## src/rtl/tipi_serial_master.sv

```systemverilog
`default_nettype none
// ---------------------------------------------------------------------------
// tipi_serial_master rev 1.0 - byte-request master for the TIPI CPLD serial port.
// Defining TIPI_POLL_EN adds autonomous TC polling (poll_tc / poll_changed).
// ---------------------------------------------------------------------------
module tipi_serial_master #(
  parameter int CLK_DIV  = 4,
  parameter int POLL_GAP = 64
) (
  input  logic       clk,
  input  logic       reset_n,
  input  logic       req_valid,
  output logic       req_ready,
  input  logic       req_rt,
  input  logic       req_cd,
  input  logic [0:7] req_wdata,
  output logic       rsp_valid,
  output logic [0:7] rsp_rdata,
  output logic       busy,
  output logic       r_clk,
  output logic       r_le,
  output logic       r_rt,
  output logic       r_cd,
  output logic       r_dout,
  input  logic       r_din
`ifdef TIPI_POLL_EN
  ,
  output logic [0:7] poll_tc,
  output logic       poll_changed
`endif
);

  typedef enum logic [3:0] {
    IDLE       = 4'd0,
    LD_SETUP   = 4'd1,
    LD_CLK     = 4'd2,
    LD_HOLD    = 4'd3,
    BIT_LO     = 4'd4,
    BIT_HI     = 4'd5,
    LATCH      = 4'd6,
    LATCH_HOLD = 4'd7,
    DONE       = 4'd8
  } state_t;

  localparam logic [7:0] DIV_LAST = 8'(CLK_DIV - 1);

  state_t     state, next_state;
  logic [7:0] cnt;
  logic [2:0] idx, idx_next;
  logic       cap_rt, cap_cd;
  logic [0:7] wdata, wdata_next, shreg;
  logic       start, launch, is_poll, phase_end;
  logic       rt_next, cd_next, clk_next, le_next, dout_next;

  assign phase_end  = (cnt == 8'd0);
  assign start      = (state == IDLE) && (req_valid || launch);
  // An autonomous poll always targets TC (rt=1, cd=1); a host request wins.
  assign rt_next    = start ? (req_valid ? req_rt : 1'b1) : cap_rt;
  assign cd_next    = start ? (req_valid ? req_cd : 1'b1) : cap_cd;
  assign wdata_next = (start && req_valid) ? req_wdata : wdata;

  assign req_ready  = (state == IDLE);
  assign busy       = (state != IDLE);
  assign rsp_valid  = (state == DONE) && !is_poll;

  always_comb begin
    next_state = state;
    idx_next   = idx;
    case (state)
      IDLE:       if (start) next_state = rt_next ? LD_SETUP : BIT_LO;
      LD_SETUP:   if (phase_end) next_state = LD_CLK;
      LD_CLK:     if (phase_end) next_state = LD_HOLD;
      LD_HOLD:    if (phase_end) next_state = BIT_LO;
      BIT_LO:     if (phase_end) next_state = BIT_HI;
      BIT_HI: begin
        if (phase_end) begin
          if (idx == 3'd7) begin
            next_state = cap_rt ? DONE : LATCH;
          end else begin
            next_state = BIT_LO;
            idx_next   = idx + 3'd1;
          end
        end
      end
      LATCH:      if (phase_end) next_state = LATCH_HOLD;
      LATCH_HOLD: if (phase_end) next_state = DONE;
      DONE:       next_state = IDLE;
      default:    next_state = IDLE;
    endcase
    if (start) idx_next = 3'd0;
  end

  // Pin values are derived from the state being entered and then registered.
  always_comb begin
    clk_next  = (next_state == LD_CLK) || (next_state == BIT_HI);
    le_next   = (next_state == LD_SETUP) || (next_state == LD_CLK) || (next_state == LATCH);
    dout_next = 1'b0;
    if ((next_state == BIT_LO) && !rt_next) dout_next = wdata_next[idx_next];
    else if (next_state == BIT_HI)          dout_next = r_dout;
  end

  always_ff @(posedge clk or negedge reset_n) begin
    if (!reset_n) begin
      state     <= IDLE;
      cnt       <= 8'd0;
      idx       <= 3'd0;
      cap_rt    <= 1'b0;
      cap_cd    <= 1'b0;
      wdata     <= 8'h00;
      shreg     <= 8'h00;
      rsp_rdata <= 8'h00;
      r_clk     <= 1'b0;
      r_le      <= 1'b0;
      r_rt      <= 1'b0;
      r_cd      <= 1'b0;
      r_dout    <= 1'b0;
    end else begin
      state <= next_state;
      idx   <= idx_next;
      if (next_state != state) cnt <= DIV_LAST;
      else if (!phase_end)     cnt <= cnt - 8'd1;
      if (start) begin
        cap_rt <= rt_next;
        cap_cd <= cd_next;
        wdata  <= wdata_next;
      end
      if ((state == BIT_LO) && phase_end) shreg[idx] <= r_din;
      if ((state == BIT_HI) && (next_state == DONE) && !is_poll) rsp_rdata <= shreg;
      r_clk  <= clk_next;
      r_le   <= le_next;
      r_dout <= dout_next;
      r_rt   <= (next_state != IDLE) && rt_next;
      r_cd   <= (next_state != IDLE) && cd_next;
    end
  end

`ifdef TIPI_POLL_EN
  localparam int               GAP_W    = (POLL_GAP > 1) ? $clog2(POLL_GAP) : 1;
  localparam logic [GAP_W-1:0] GAP_LAST = GAP_W'(POLL_GAP - 1);

  logic [GAP_W-1:0] idle_cnt;

  assign launch = (state == IDLE) && !req_valid && (idle_cnt == GAP_LAST);

  always_ff @(posedge clk or negedge reset_n) begin
    if (!reset_n) begin
      idle_cnt     <= '0;
      is_poll      <= 1'b0;
      poll_tc      <= 8'h00;
      poll_changed <= 1'b0;
    end else begin
      if ((state == IDLE) && !req_valid && !launch) idle_cnt <= idle_cnt + 1'b1;
      else                                          idle_cnt <= '0;
      if (start) is_poll <= !req_valid;
      poll_changed <= 1'b0;
      if (is_poll && (state == BIT_HI) && (next_state == DONE)) begin
        poll_tc      <= shreg;
        poll_changed <= (shreg != poll_tc);
      end
    end
  end
`else
  // Without polling nothing but a host request ever leaves IDLE.
  assign launch  = (POLL_GAP < 0);
  assign is_poll = 1'b0;
`endif

endmodule
`default_nettype wire

```

## config.mk

```make
export PLATFORM = sky130hd
export DESIGN_NAME = tipi_serial_master
export DESIGN_NICKNAME = d
export VERILOG_FILES = /design/src/rtl/tipi_serial_master.sv
export SDC_FILE = /design/constraint.sdc
export NUM_CORES = 1
export LEC_CHECK = 0
export CAP_MARGIN = 20
export CORE_ASPECT_RATIO = 0.8
export CORE_UTILIZATION = 49
export DETAILED_ROUTE_END_ITERATION = 6
export PLACE_DENSITY = 0.87
export SYNTH_ARGS = -nofsm -noshare
export SYNTH_HDL_FRONTEND = slang
export SYNTH_SLANG_ARGS = --single-unit
```

## constraint.sdc

```tcl
create_clock -name clk -period 2.4 [get_ports clk]
set_input_delay 0.24 -clock clk [delete_from_list [all_inputs] [get_ports clk]]
set_output_delay 0.24 -clock clk [all_outputs]
set_load 0.005 [all_outputs]
```

==> metrics.cfg <==
[outcome]
status=complete, no violations

[sta]
min_period_ps=2350
rsz0062_at_grt=true
period_share_pct=97.8
skew_ps=3.90
clock.fmax_mhz=426
hold_viol=0
relSlewSlack_pct=59.1
slew_violations=0
timing.hold.ws_ps=434
worst_pin_slew_ps=610
setup_slack_ps=53.0
setup-violations-final=0

[synth]
synthAdderAreaFrac_pct=1.13
yosys.area.top_type_share_pct=52.0
ys_types=44
synth-simple-area-share_pct=21.5
synth_area_leaders=dfrtp_1 52%, mux2_2 10%, nand2_1 4.9%
yosysSeqAreaShare_pct=52.0
yosysTopAreaCell=dfrtp_1
ys_ff_latch=46
synth_top_family_by_area=simple AND/OR/NAND/NOR gates
synthXorXnorAreaFrac_pct=2.37
ys_warn_count=0
synth_nets=223
syn_inst=207
muxShareOfSynthArea_pct=13.1
synth_compound_area_share_pct=5.99
synth_area_per_cell_um2=10.7
syn_area_mm2=0.00221

[die]
core-area_mm2=0.00426
die_y_um=62.1
start_util_pct=52.0
die_w_um=77.2
num_rows=21
ios=30
die-area_mm2=0.00479

[pwr]
clockPowerShare_pct=15.7
power.share.switching_pct=36.7
seqPwrFrac_pct=38.3
power_density_mw_per_mm2=1070
combPwrFrac_pct=46.0
internal_power_mw=1.93
switchingPower_mw=1.12
leakage_nw=1.34
vdd_drop_max_mv=0.509

[grt]
grt_pass1_vias=1665
antenna_found_initial=0
grt_use_met3_pct=5.00
grt_use_total_pct=20.1
grt.overflow.total=0
use_met2_pct=31.4
grt_util_met1_pct=28.1
grt.busiest_layer=met2
grt_max_degree=27
grt_pass1_wl_mm=7.58

[final_layout]
syn_to_final_growth_pct=28.2
final_cell_mix=46 x dfrtp_1, 29 x nand2_1, 28 x clkdlybuf4s50_1
final_common_cell=dfrtp_1
layout-drive-gt1-share_pct=25.1
finalNetCount=278
finish.utilization_pct=66.7
insertedDiodeCount=0
fillers=345
stdcell_count=320

[worst_setup_path]
critPathArrivalTime_ps=2520
critPathMaxFanout=5
cp-end-kind=register
worstSetupPathType=register to register
critPathLaunchType=register
critPathRequiredTime_ps=2570

[place]
dp.cells=305
place_worst_setup_slack_ps=8.76
portBuffers=29
dp_hpwl_mm=3.28
globalplace.congestion=1.01

[route]
via_per_inst=5.41
antenna_left=0
vias=1731
drc_errors=0
drt_pass1_iterations=4
drtIter0Drc=75
avgRoutedWirePerCell_um=14.3
drt_wl_total_mm=4.59

[flow_run]
maxCapViolCount=0

[clocking]
clock_sinks=46
cts_tree=built
cts_root_buf=clkbuf_8
cts_buffers=5
htree_num_levels=2
clk_pin_slew_ps=80
clock_tree.buffer_depth=2
clock_latency_ps=290

[hold_path]
hold_path.class=primary input to asynchronous set/reset pin

==> Yosys cell counts (all sizes together) <==
cell	n
dfrtp	46
nand2	30
nor2	23
mux2	20
inv	12
nor3	8
nor4	7
mux2i	6
a21oi	5
buf	4
nand4	4
o21ai	4
and2	3
clkbuf	3
xnor2	3
xor2	3
a32o	2
ha	2
nand2b	2
nand3b	2
nor3b	2
a211oi	1
a21boi	1
a21o	1
a311o	1
a31oi	1
and3	1
and4bb	1
nand3	1
nand4b	1
nor2b	1
nor4b	1
o211ai	1
o22ai	1
o32ai	1
or3b	1
or4	1
==> per-layer routing <==
layer	share of wire (%)	wire length, um	vias up
met3	4.8	222	4
li1	-	-	831
met4	0.65	30	0
met5	0	0	-
met2	46	2120	56
met1	48	2220	840
==> sequential cells by signal (all words and copies together), names as in the netlist <==
signal / flops
state: 4
r_rt: 1
cnt: 8
wdata: 8
rsp_rdata: 8
r_le: 1
idx: 3
r_cd: 1
cap_cd: 1
r_clk: 1
r_dout: 1
cap_rt: 1
shreg: 8
==> critical path, stage by stage, from the launching register on <==
cell	delay, ps
dfrtp_1	400
inv_2	90
ha_4	130
nor4b_4	260
nand4_1	250
mux2i_2	260
buf_6	160
mux2i_2	210
nor4_1	70
nor4_1	300
o21ai_1	110
==> path summary, 6_finish.rpt <==
path	startpoint	to	slack, ps	cells past startpoint
worst max-delay path	cnt[0]$_DFFE_PN0P_	r_dout$_DFFE_PN0P_	50	10
worst min-delay path	reset_n	cnt[2]$_DFFE_PN0P_	430	2
worst max register to register	cnt[0]$_DFFE_PN0P_	r_dout$_DFFE_PN0P_	50	10
worst min register to register	cap_cd$_DFFE_PN0P_	cap_cd$_DFFE_PN0P_	480	2
max in group asynchronous	reset_n	shreg[6]$_DFFE_PN0P_	1270	3
min in group clk	req_wdata[3]	wdata[3]$_DFFE_PN0P_	470	3
==> area by class of cell <==
type,count,area (um2),share of cell area [%]
inverters,12,45.0,1.59
flip-flops and latches,46,1150,40.5
clock inverters,1,5.00,0.176
well taps,57,71.3,2.51
multi-input cells,142,993,35.0
clock buffers,7,86.3,3.04
repair buffers,55,487,17.1
==> power by group through the flow <==
stage          clock network, mW  logic (mW)  registers, mW
6_report                   0.478        1.40           1.17
3_3_place_gp                   0        1.22           1.17
3_5_place_dp                   0        1.26           1.18
4_1_cts                    0.491        1.32           1.16
2_1_floorplan                  0       0.843           1.13
5_1_grt                    0.528        1.54           1.19
==> what timing repair did <==
item / in CTS / in global routing
hold buffers: 1 / 0
gates resized for setup: 0 / 7
buffers inserted: 3 / 3
endpoints found under the hold margin: 20 / 0
setup endpoints to repair: 1 / 4
pin swaps: 3 / 5
==> cells by family after synthesis <==
logic type	count (synthesis)
AO/OA/AOI/OAI	19
adder cells (fa/ha/maj)	2
flip-flops	46
buffers and inverters	19
multiplexers	26
AND/OR/NAND/NOR	89
XOR/XNOR	6
==> per-stage QoR <==
step | cell area (um2) | setup TNS, ps | power, mW
2_1_floorplan | 2210 | 0 | 1.97
3_3_place_gp | 2670 | 0 | 2.39
3_5_place_dp | 2670 | 0 | 2.44
4_1_cts | 2790 | 0 | 2.97
5_1_grt | 2840 | -139 | 3.26
6_report | 2840 | 0 | 3.05
Power figures use the tool's default switching activity.
